--- src/rtl/vx_operand_collector_pkg.sv ---
// Shared widths, instruction/operand bus types and FSM encoding for the
// operand collector and its bank arbiter.
package vx_operand_collector_pkg;

  localparam int NR_BITS       = 5;
  localparam int NUM_THREADS   = 2;
  localparam int XLEN          = 32;
  localparam int ISSUE_WIS_W   = 2;
  localparam int UUID_W        = 8;
  localparam int NUM_SRCS      = 3;
  localparam int DEF_NUM_BANKS = 2;

  // Row address width within one bank: {wis, rs >> log2(num_banks)}.
  function automatic int bank_addr_w(input int num_banks);
    return ISSUE_WIS_W + NR_BITS - $clog2(num_banks);
  endfunction

  typedef logic [NR_BITS-1:0]          reg_idx_t;
  typedef logic [NUM_THREADS*XLEN-1:0] reg_data_t;

  typedef enum logic [1:0] {EX_ALU, EX_LSU, EX_FPU, EX_SFU} ex_type_e;

  typedef struct packed {
    logic [UUID_W-1:0]      uuid;
    logic [ISSUE_WIS_W-1:0] wis;
    logic [NUM_THREADS-1:0] tmask;
    logic [XLEN-1:0]        pc;
    ex_type_e               ex_type;
    logic [3:0]             op_type;
    logic [2:0]             op_mod;
    logic                   wb;
    logic                   use_pc;
    logic                   use_imm;
    logic [XLEN-1:0]        imm;
    reg_idx_t               rd;
    logic                   is_mstore;
  } instr_t;

  typedef struct packed {
    instr_t              base;
    reg_idx_t            rs1;
    reg_idx_t            rs2;
    reg_idx_t            rs3;
    logic [NUM_SRCS-1:0] rs_used;  // bit 0 = rs1
  } collector_in_t;

  typedef struct packed {
    instr_t    base;
    reg_data_t rs1_data;
    reg_data_t rs2_data;
    reg_data_t rs3_data;
  } data_t;

  typedef enum logic [1:0] {ST_IDLE, ST_READ, ST_WAIT, ST_OUT} state_e;

endpackage

--- src/rtl/vx_operand_bank_arb.sv ---
// Combinational per-bank read selection: lowest pending operand wins each bank,
// and any other pending operand naming the same register rides on that read.
module vx_operand_bank_arb
  import vx_operand_collector_pkg::*;
#(
  parameter  int NUM_BANKS = DEF_NUM_BANKS,
  localparam int BANK_BITS = $clog2(NUM_BANKS),
  localparam int ROW_W     = bank_addr_w(NUM_BANKS)
) (
  input  logic [NUM_SRCS-1:0]                 pending,
  input  logic [NUM_SRCS-1:0][NR_BITS-1:0]    rs,
  input  logic [ISSUE_WIS_W-1:0]              wis,
  output logic [NUM_BANKS-1:0]                req_valid,
  output logic [NUM_BANKS-1:0][ROW_W-1:0]     req_addr,
  output logic [NUM_SRCS-1:0][NUM_BANKS-1:0]  served
);

  localparam reg_idx_t BANK_MASK = NR_BITS'(NUM_BANKS - 1);

  reg_idx_t [NUM_BANKS-1:0] sel;

  // NOTE: every output gets a default before the loops so no path leaves a
  // variable unassigned, which would otherwise infer a latch.
  always_comb begin
    req_valid = '0;
    req_addr  = '0;
    served    = '0;
    sel       = '0;
    for (int b = 0; b < NUM_BANKS; b++) begin
      for (int i = 0; i < NUM_SRCS; i++) begin
        if (!req_valid[b] && pending[i] && ((rs[i] & BANK_MASK) == NR_BITS'(b))) begin
          req_valid[b] = 1'b1;
          sel[b]       = rs[i];
        end
      end
      if (req_valid[b]) begin
        req_addr[b] = {wis, sel[b][NR_BITS-1:BANK_BITS]};
      end
      for (int j = 0; j < NUM_SRCS; j++) begin
        if (req_valid[b] && pending[j] && (rs[j] == sel[b])) begin
          served[j][b] = 1'b1;
        end
      end
    end
  end

endmodule

--- src/rtl/vx_operand_collector.sv ---
// Operand collector: accepts one issued instruction, reads its source operands
// from the banked GPR file over one or more rounds, then holds it for dispatch.
module vx_operand_collector
  import vx_operand_collector_pkg::*;
#(
  parameter  int NUM_BANKS   = DEF_NUM_BANKS,
  localparam int BANK_ADDR_W = bank_addr_w(NUM_BANKS)
) (
  input  logic                                      clk,
  input  logic                                      reset_n,
  input  logic                                      in_valid,
  input  collector_in_t                             in_data,
  output logic                                      in_ready,
  output logic [NUM_BANKS-1:0]                      gpr_req_valid,
  output logic [NUM_BANKS-1:0][BANK_ADDR_W-1:0]     gpr_req_addr,
  input  logic [NUM_BANKS-1:0][NUM_THREADS*XLEN-1:0] gpr_rsp_data,
  output logic                                      out_valid,
  output data_t                                     out_data,
  input  logic                                      out_ready
);

  state_e                               state, state_n;
  collector_in_t                        instr;
  logic [NUM_SRCS-1:0]                  pending, pending_n, init_pending, served_any;
  logic [NUM_SRCS-1:0][NUM_BANKS-1:0]   served, cap_served;
  reg_data_t [NUM_SRCS-1:0]             rs_data;
  logic [NUM_BANKS-1:0]                 arb_valid;
  logic [NUM_BANKS-1:0][BANK_ADDR_W-1:0] arb_addr;
  logic                                 accept;

  vx_operand_bank_arb #(.NUM_BANKS(NUM_BANKS)) u_arb (
    .pending   (pending),
    .rs        ({instr.rs3, instr.rs2, instr.rs1}),
    .wis       (instr.base.wis),
    .req_valid (arb_valid),
    .req_addr  (arb_addr),
    .served    (served)
  );

  // Register 0 and unused operands never touch the GPR file; they stay zero.
  assign init_pending = in_data.rs_used &
                        {in_data.rs3 != '0, in_data.rs2 != '0, in_data.rs1 != '0};

  assign in_ready      = reset_n && ((state == ST_IDLE) || ((state == ST_OUT) && out_ready));
  assign accept        = in_valid && in_ready;
  assign gpr_req_valid = (state == ST_READ) ? arb_valid : '0;
  assign gpr_req_addr  = arb_addr;
  assign out_valid     = (state == ST_OUT);
  assign out_data      = '{base: instr.base, rs1_data: rs_data[0],
                           rs2_data: rs_data[1], rs3_data: rs_data[2]};

  always_comb begin
    for (int i = 0; i < NUM_SRCS; i++) served_any[i] = |served[i];
  end

  always_comb begin
    state_n   = state;
    pending_n = pending;
    case (state)
      ST_READ: begin
        pending_n = pending & ~served_any;
        if (pending_n == '0) state_n = ST_WAIT;
      end
      ST_WAIT: state_n = ST_OUT;
      ST_OUT:  if (out_ready) state_n = ST_IDLE;
      default: ;
    endcase
    if (accept) begin
      pending_n = init_pending;
      state_n   = (init_pending == '0) ? ST_OUT : ST_READ;
    end
  end

  // NOTE: sequential state uses non-blocking assignments only, so every
  // register samples pre-edge values regardless of statement order.
  always_ff @(posedge clk or negedge reset_n) begin
    if (!reset_n) begin
      state      <= ST_IDLE;
      pending    <= '0;
      instr      <= '0;
      cap_served <= '0;
      // NOTE: operand data registers are reset too, so nothing stale from a
      // dropped instruction can reach out_data.
      rs_data    <= '0;
    end else begin
      state      <= state_n;
      pending    <= pending_n;
      cap_served <= (state == ST_READ) ? served : '0;
      if (accept) begin
        instr   <= in_data;
        rs_data <= '0;
      end
      for (int i = 0; i < NUM_SRCS; i++) begin
        for (int b = 0; b < NUM_BANKS; b++) begin
          if (cap_served[i][b]) rs_data[i] <= gpr_rsp_data[b];
        end
      end
    end
  end

endmodule

--- config.mk ---
export PLATFORM = sky130hd
export DESIGN_NAME = vx_operand_collector
export DESIGN_NICKNAME = d
export VERILOG_FILES = /design/src/rtl/vx_operand_collector_pkg.sv /design/src/rtl/vx_operand_bank_arb.sv /design/src/rtl/vx_operand_collector.sv
export SDC_FILE = /design/constraint.sdc
export NUM_CORES = 1
export LEC_CHECK = 0
export ABC_AREA = 1
export BUFFER_PORTS_ARGS = -buffer_cell sky130_fd_sc_hd__buf_2
export CAP_MARGIN = 40
export CORE_AREA = 2 2 211 213
export DETAILED_ROUTE_END_ITERATION = 7
export DIE_AREA = 0 0 213 215
export PLACE_DENSITY_LB_ADDON = 0.25
export REMOVE_ABC_BUFFERS = 1
export SLEW_MARGIN = 20
export SYNTH_ARGS = -nofsm -noshare
export SYNTH_HDL_FRONTEND = slang
export SYNTH_SLANG_ARGS = --single-unit
--- constraint.sdc ---
create_clock -name clk -period 2.3 [get_ports clk]
set_input_delay 0.115 -clock clk [delete_from_list [all_inputs] [get_ports clk]]
set_output_delay 0.115 -clock clk [all_outputs]
set_load 0.005 [all_outputs]
* Word-level counts from Yosys, hierarchy flattened *
Cells that the tools add are included.
Widths: inputs -> output; s select.

cells by class
  eq/ne operators = 11
  muxes and demuxes = 36
  bitwise operators = 3
  reduce and logical (&&, ||, !) cells = 48

operators by type and width
  operator            number
  $mux 64             6
  $mux 192            1
  $eq 5x5->1          6
  $mux 5              6
  $logic_and 1x1->1   25
  $mux 6              3
  $logic_not 5->1     3
  $reduce_bool 5->1   3
  $mux 1              12
  $mux 2              5
  $reduce_bool 3->1   3
  $and 3x3->3         2
  $logic_not 3->1     2
  $mux 3              2
  $pmux 2 s3          1
  $reduce_or 2->1     3
  $eq 2x2->1 const B  2
  $logic_not 1->1     4
  $reduce_bool 4->1   1
  $ne 3x1->1 const B  1
  $ne 3x2->1 const B  1
  $not 3->3           1
  $reduce_and 3->1    1
  $eq 2x1->1 const B  1
  other kinds (3)     3

storage, ports and cells
  register bits after elaboration = 312
  output and inout bits = 302
  logic and storage cells = 122

* Depth between registers and ports, before layout *
Gate-level depths: netlist of the first run.

  depth in word-level cells = 21
  gate-level depth with buffers = 17
  gate-level depth less buffers = 16

* By module *
A second synthesis of the first run with hierarchy kept.

second synthesis, totals
  cells, all modules = 1573
  area, all modules = 14098.5 µm²

by module, submodules not included
  module                times used  cells each  area each (µm²)
  vx_operand_collector  1           1422        13441.6
  vx_operand_bank_arb   1           151         656.9

* Worst setup path before layout of the first run *
OpenSTA, ideal clock, no wires.

  path type = flip-flop to flip-flop
  start point = reg state[0]
  end point = reg instr, in the netlist out_data[192]
  library setup time = 65 ps
  arrival = 1723 ps
  data required time = 2235 ps
  path slack = 512 ps
  stages on the path, launching flop included = 12
  buffers on the path = 3
  path through = dfrtp_1 ha_1 nand2_1 inv_1 o21ai_0 inv_1 nand2_1 buf_2 buf_2 buf_2 nand2_1 nand2_1

between the ends
  word-level cells in the longest chain between the ends = 5
  elaborated cells on any way between the ends = 6
  those cells by class = eq/ne (1); reduce/logical (5)

ends and longest elaborated chain
  what                    line                        text
  from (decl)             vx_operand_collector.sv:22  state_e state, state_n;
  from (signal assigned)  vx_operand_collector.sv:86  state <= state_n;
  $eq 2x2->1              --
  named net out_valid     vx_operand_collector.sv:17  output logic out_valid,
  $logic_and 1x1->1       vx_operand_collector.sv:44  assign in_ready = reset_n && ((state == ST_IDLE) || ((state == ST_OUT) && out_ready));
  $logic_or 1x1->1        vx_operand_collector.sv:44
  $logic_and 1x1->1       vx_operand_collector.sv:44
  named net in_ready      vx_operand_collector.sv:13  output logic in_ready,
  $logic_and 1x1->1       vx_operand_collector.sv:45  assign accept = in_valid && in_ready;
  to (signal assigned)    vx_operand_collector.sv:90  instr <= in_data;
  to (decl)               vx_operand_collector.sv:23  collector_in_t instr;

The timed path passes the listed nets, and every way through them passes these cells.
A chain may end at the register's enable or synchronous reset.

* Worst setup path after layout of the first run *
  start point = reg state[0]
  end point = reg instr, in the netlist out_data[212]

between the ends
  word-level cells in the longest chain between the ends = 5
  elaborated cells on any way between the ends = 6
  those cells by class = eq/ne (1); reduce/logical (5)

ends and longest elaborated chain
  what                 line
  $eq 2x2->1           vx_operand_collector.sv:44
  $logic_and 1x1->1    vx_operand_collector.sv:44
  $logic_or 1x1->1 *   vx_operand_collector.sv:44
  $logic_and 1x1->1 *  vx_operand_collector.sv:44
  $logic_and 1x1->1 *  vx_operand_collector.sv:45

Mark *: on every way between the ends. The rest lies on a longest branch, timed or not.

==> impl_metrics.py, run 1 <==
metrics = {
    "yosys": {
        "synth-seq-cells": 312,
        "synth-edff-count": 0,
        "ys.flop_type": "dfrtp_1",
        "syn_inst": 1536,
        "syn-cell-area_um2": 14010,
        "ys_seq_area_frac": 0.5571,
        "syn_area_per_cell_um2": 9.124,
        "ys_warn_count": 0,
        "yosysUniqueCellTypes": 30,
        "async_flop_share": 1.000,
    },
    "routing": {
        "drtIter0Drc": 1428,
        "wl_per_cell_um": 18.73,
        "ant_nets": 0,
        "dr.pass1.iters": 5,
        "num_vias": 13850,
        "totalWireLength_um": 52960,
        "post_drt_via_cell_ratio": 4.899,
        "drc": 0,
    },
    "clocking": {
        "root_buffer": "clkbuf_16",
        "cts.hold.buffers_added": 243,
        "clk_latency_ps": 540,
        "cts-buffers-inserted": 36,
        "cts_sinks": 312,
        "cts.htree.levels": 2,
        "cts_post_setup_buffers_inserted": 0,
        "clk_pin_slew_worst_paths_ps": 60,
        "cts_tree": "built",
        "post_cts_resized": 0,
        "clock_path_buffers": 3,
    },
    "worst_setup_path": {
        "worstPathCellList": "ha_1 > nand2_1 > inv_1 > o21ai_0 > inv_1 > nand2_4 > buf_4 > nand2_1 > nand2_1",
        "r2r_slack_ps": 200,
        "crit_required_ps": 2760,
        "crit_path_max_fanout": 62,
        "cp.arrival_ps": 2560,
        "criticalPathCategory": "flip-flop to flip-flop",
        "cpPeakStageDelay_ps": 530,
        "crit_family": "buffers and inverters",
        "cp_slowest_cell": "buf_4",
        "critical-path-top-cell-by-count": "nand2_1",
        "critPathBufInv": 3,
        "worstSetupEndpointType": "flip-flop",
        "startpoint_type": "flip-flop",
    },
    "placed_design": {
        "dp_hpwl_um": 33820,
        "io_buffers": 545,
        "place_area_um2": 16780,
        "gp_congestion": 0.8929,
    },
    "global_routing": {
        "overflow": 0,
        "grt_max_degree": 153,
        "grt_antenna_before_repair": 3,
        "grt_pass1_vias": 14670,
        "grt_pass1_wl_um": 82020,
        "track_usage": 0.2278,
    },
    "die": {
        "start_util": 0.3211,
        "fp.dieH_um": 215,
        "coreArea_um2": 43640,
        "rows": 77,
        "die_w_um": 213,
        "io_pins": 546,
        "die_area_um2": 45800,
    },
    "layout": {
        "fin_nets": 2458,
        "finalInstanceArea_um2": 20430,
        "multiInputGateArea_um2": 4507,
        "drive_gt1_frac": 0.2978,
        "final_util": 0.4681,
        "syn_to_final_growth_pct": 45.78,
        "ff_latch_area_um2": 7807,
        "fillCellCount": 4123,
    },
    "sta": {
        "hold_viol": 0,
        "final.period_utilization": 0.9144,
        "slew_headroom": 0.3528,
        "worst_pin_slew_ps": 970.8,
        "setup_viol": 0,
        "min_period_ps": 2103,
        "fin_skew_ps": 23.37,
        "clock.fmax_mhz": 475.5,
        "slew_viol_final": 0,
        "rsz0062_at_grt": "false",
    },
    "outcome": {
        "outcome": "complete, no violations",
    },
    "worst_hold_path": {
        "min_path_type": "primary input to flip-flop",
    },
    "power": {
        "leakage_nw": 11.28,
        "peakVddDrop_v": 0.0006883,
        "p_per_area_nw_per_um2": 1184,
    },
    "run": {
        "max-cap-violations": 0,
    },
}
-- tightest hold or removal path: stages --
cell      delay (ps)
buf_2            100
o41ai_1           60
buf_4            140
o221ai_1         110
-- worst paths after layout --
path                                 endpoint  depth (start not counted)           from
worst min-delay path               pending[2]                          4     in_data[2]
min in group asynchronous            instr[4]                          3        reset_n
worst min register to register  out_data[272]                          2  out_data[272]
worst max register to register  out_data[212]                          9       state[0]
worst max-delay path            out_data[212]                          9       state[0]
max in group asynchronous       out_data[246]                          3        reset_n
-- state kept, by name, summed over array words and instances (netlist names) --
register,count
out_data,286
pending,3
cap_served,6
instr,15
state,2
-- cell type report --
cell class | count | share of cell area
diodes | 2 | 0.0002450
clock buffers | 53 | 0.05316
clock inverters | 9 | 0.006063
inverters | 182 | 0.03356
multi-input cells | 865 | 0.2206
flip-flops and latches | 312 | 0.3821
well taps | 592 | 0.03625
repair buffers | 812 | 0.2680
-- metal layers --
metal	vias up	share of wire	track usage
li1	6365	-	-
met1	6739	0.40	0.2782
met2	626	0.47	0.3781
met3	118	0.086	0.06298
met4	2	0.039	0.09231
met5	-	0.00025	0
-- kinds of logic after synthesis --
group / count (synthesis) / synth area share
compound gates: 222 / 0.1326
fa+ha+maj: 5 / 0.004464
buf+inv: 359 / 0.1224
flops: 312 / 0.5571
simple gates: 638 / 0.1835
-- metrics by stage --
step	worst slack, ps	power, mW	hold WS [ps]	setup TNS, ps	std cells
3_3_place_gp	274.7	17.76	-45.64	0	2520
2_1_floorplan	-3348	13.22	-180.6	-606600	1359
5_1_grt	18.22	25.83	22.40	0	2827
3_5_place_dp	269.6	17.90	-45.70	0	2520
6_report	196.9	24.19	41.93	0	2827
4_1_cts	242.2	24.29	3.990	0	2825
-- cells in the mapped netlist, drive strengths merged (2+ instances only) --
master / count / area [µm²]
inv: 179 / 671.9
nand4: 7 / 43.79
nand2: 561 / 2133
nor2: 28 / 135.1
o221ai: 194 / 1699
o21ai: 22 / 110.1
dfrtp: 312 / 7807
buf: 102 / 749.5
nand3: 41 / 252.8
ha: 5 / 62.56
o31ai: 2 / 15.01
clkbuf: 75 / 281.5
clkinv: 3 / 12.51
-- report_power, final --
part	total, mW	switching, mW	leakage, nW	internal, mW
Clock	5.91	2.31	0.601	3.60
Sequential	9.53	1.59	4.13	7.95
Combinational	8.75	4.82	6.56	3.93
-- layout by cell type (no fill, tap or decap) --
cell	instances
nand2_1	548
buf_2	544
dfrtp_1	312
dlygate4sd3_1	243
o221ai_1	194
inv_1	169
clkbuf_16	37
nand3_1	33
nor2_1	22
o21ai_0	21
buf_4	14
nand2_2	11
clkbuf_8	10
buf_12	10
inv_2	9
nand3_2	7
nand4_1	7
clkinv_2	7
clkbuf_1	6
ha_1	5
nor2_2	3
nor2_4	3
bufinv_16	3
diode_2	2
nand2_4	2
clkinv_1	2
o31ai_1	2
nand3_4	1
a31oi_2	1
a21oi_1	1
o21ai_1	1
o211ai_1	1
or2_2	1
o41ai_1	1
inv_6	1
buf_8	1
No activity file was read; power rests on OpenSTA's default activity.
==> run 2, diff against run 1 <==
--- a/config.mk
+++ b/config.mk
@@ -5,15 +5,14 @@
 export SDC_FILE = /design/constraint.sdc
 export NUM_CORES = 1
 export LEC_CHECK = 0
-export ABC_AREA = 1
 export BUFFER_PORTS_ARGS = -buffer_cell sky130_fd_sc_hd__buf_2
 export CAP_MARGIN = 40
-export CORE_AREA = 2 2 211 213
+export CORE_AREA = 2 2 212 214
 export DETAILED_ROUTE_END_ITERATION = 7
-export DIE_AREA = 0 0 213 215
+export DIE_AREA = 0 0 214 216
 export PLACE_DENSITY_LB_ADDON = 0.25
 export REMOVE_ABC_BUFFERS = 1
-export SLEW_MARGIN = 20
+export SLEW_MARGIN = 25
 export SYNTH_ARGS = -nofsm -noshare
 export SYNTH_HDL_FRONTEND = slang
 export SYNTH_SLANG_ARGS = --single-unit
==> impl_metrics.py, run 2 <==
metrics = {
    "routing": {
        "drtIter0Drc": 1421,
        "ant_nets": 0,
        "dr.pass1.iters": 5,
        "drt-met1-wl_um": 23780,
        "wl_per_cell_um": 18.64,
        "post_drt_via_cell_ratio": 5.037,
        "num_vias": 15510,
        "top_layer_used": "met4",
        "drc": 0,
        "wl_met2_um": 27420,
        "met3_length_um": 4136,
        "totalWireLength_um": 57400,
    },
    "power": {
        "p_per_area_nw_per_um2": 1011,
        "peakVddDrop_v": 0.0006103,
        "total_power_mw": 22.75,
        "leakage_nw": 11.33,
    },
    "clocking": {
        "cts.htree.levels": 2,
        "cts-buffers-inserted": 38,
        "cts_sinks": 312,
        "root_buffer": "clkbuf_16",
        "clk_latency_ps": 550,
        "clk_pin_slew_worst_paths_ps": 60,
        "cts_tree": "built",
        "clock_path_buffers": 3,
    },
    "yosys": {
        "synth_top_area_frac": 0.5012,
        "yosysTopAreaCell": "dfrtp_1",
        "async_flop_share": 1.000,
        "yosys-top-cells-count": "nand2_1, dfrtp_1, o21ai_0",
        "syn_inst": 1786,
        "yosysUniqueCellTypes": 50,
        "ys_seq_area_frac": 0.5012,
        "syn_area_per_cell_um2": 8.721,
        "synth-seq-cells": 312,
        "syn-cell-area_um2": 15580,
        "yosysMostFrequentCell": "nand2_1",
        "synth.area.top_cells": "dfrtp_1, nand2_1, a22oi_1",
        "ys_warn_count": 0,
        "synth-edff-count": 0,
        "ys.flop_type": "dfrtp_1",
    },
    "run": {
        "max-cap-violations": 0,
    },
    "worst_setup_path": {
        "startpoint_type": "flip-flop",
        "crit_path_max_fanout": 6,
        "cpPeakStageDelay_ps": 450,
        "worstPathCellList": "and2_4 > o31a_1 > a222oi_1 > o211ai_1 > a311oi_2 > mux2_4",
        "critPathBufInv": 0,
        "cp_slowest_cell": "dfrtp_2",
        "crit_family": "compound AO/OA/AOI/OAI gates",
        "cp.arrival_ps": 2770,
        "criticalPathCategory": "flip-flop to flip-flop",
        "crit_required_ps": 2730,
        "worstSetupEndpointType": "flip-flop",
    },
    "sta": {
        "final.period_utilization": 1.016,
        "slew_headroom": 0.4214,
        "fin_skew_ps": 16.77,
        "slew_viol_final": 0,
        "layout_setup_ws_ps": -37.70,
        "rsz0062_at_grt": "true",
        "fin_setup_tns_ps": -38.94,
        "clock.fmax_mhz": 427.8,
        "hold_viol": 0,
        "worst_pin_slew_ps": 867.9,
        "min_period_ps": 2338,
        "setup_viol": 2,
    },
    "global_routing": {
        "overflow": 0,
        "grt_pass1_vias": 15620,
        "grt_pass1_wl_um": 89770,
        "grt_antenna_before_repair": 1,
        "track_usage": 0.2443,
        "grt_max_degree": 144,
    },
    "outcome": {
        "violations": "negative setup slack",
        "outcome": "finished with violations",
    },
    "layout": {
        "largest_register_ffs": 286,
        "fin_nets": 2705,
        "final_common_cell": "buf_2",
        "final_cell_mix": "buf_2, nand2_1, dfrtp_1",
        "drive_gt1_frac": 0.2860,
        "syn_to_final_growth_pct": 44.46,
    },
    "placed_design": {
        "dp_hpwl_um": 38230,
        "post-place-ws_ps": -87.84,
        "io_buffers": 545,
        "gp_congestion": 0.8851,
    },
    "die": {
        "die_area_um2": 46220,
        "coreArea_um2": 43840,
        "rows": 77,
        "start_util": 0.3553,
        "die_w_um": 214,
        "io_pins": 546,
        "fp.dieH_um": 216,
    },
    "worst_hold_path": {
        "min_path_type": "primary input to flip-flop",
    },
}
-- run 2: cells by family after synthesis --
family / after synthesis / synth area share
multiplexers: 5 / 0.003293
XOR/XNOR: 5 / 0.002811
AO/OA/AOI/OAI: 447 / 0.1823
adder cells (fa/ha/maj): 5 / 0.004016
AND/OR/NAND/NOR: 769 / 0.2240
buffers and inverters: 243 / 0.08242
flip-flops: 312 / 0.5012
-- run 2: final cells by class --
cell class	count	area (µm²)
Clock buffer	58	1160
Antenna cell	1	2.502
Multi-Input combinational cell	1231	6560
Fill cell	3950	21330
Tap cell	592	740.7
Timing Repair Buffer	864	6002
Sequential cell	312	7834
Inverter	9	37.54
Clock inverter	12	165.2
-- run 2: path summary, 6_finish.rpt --
kind	startpoint	to	depth (start not counted)	slack (ps)
max	instr[13]	state[1]	6	-40
min	in_valid	out_data[283]	4	60
max reg2reg	instr[13]	state[1]	6	-40
min reg2reg	out_data[245]	out_data[245]	2	470
max in group asynchronous	reset_n	cap_served[1]	3	1220
min in group asynchronous	reset_n	out_data[93]	3	300
-- run 2: repair_timing --
| action | in CTS | in global routing |
|---|---|---|
| setup buffers | 5 | 2 |
| gates resized for setup | 11 | 11 |
| pin swaps | 4 | 6 |
| endpoints found under the hold margin | 616 | 0 |
| hold buffers | 241 | 0 |
| cloned | 0 | 0 |
| setup endpoints to repair | 6 | 8 |
-- run 2: tightest hold or removal path: stages --
cell and delay (ps):
buf_2 150, nand2_4 170, nand2_1 70, nand2_1 60
-- run 2: layer usage --
metal | track usage | vias to the layer above
li1 | - | 7264
met1 | 0.3089 | 7463
met2 | 0.4054 | 672
met3 | 0.05581 | 110
met4 | 0.09697 | 0
met5 | 0 | -
-- run 2: report_power, final --
| group | internal (mW) | leakage [nW] | switching [mW] |
|---|---|---|---|
| Combinational | 3.83 | 6.59 | 4.08 |
| Clock | 3.93 | 0.648 | 2.46 |
| Sequential | 7.20 | 4.10 | 1.25 |
| Total | 15.0 | 11.3 | 7.79 |
-- run 2: stage by stage --
stage / std cells / instance area (µm²) / utilization / hold slack [ps]
global route: 3079 / 22500 / 0.5133 / 53.07
finish: 3079 / 22500 / 0.5133 / 56.19
CTS: 3076 / 22440 / 0.5119 / 24.14
floorplan: 1552 / 14330 / - / -180.6
detailed placement: 2760 / 18630 / 0.4251 / 262.7
global placement: 2760 / 18630 / 0.4251 / 266.0
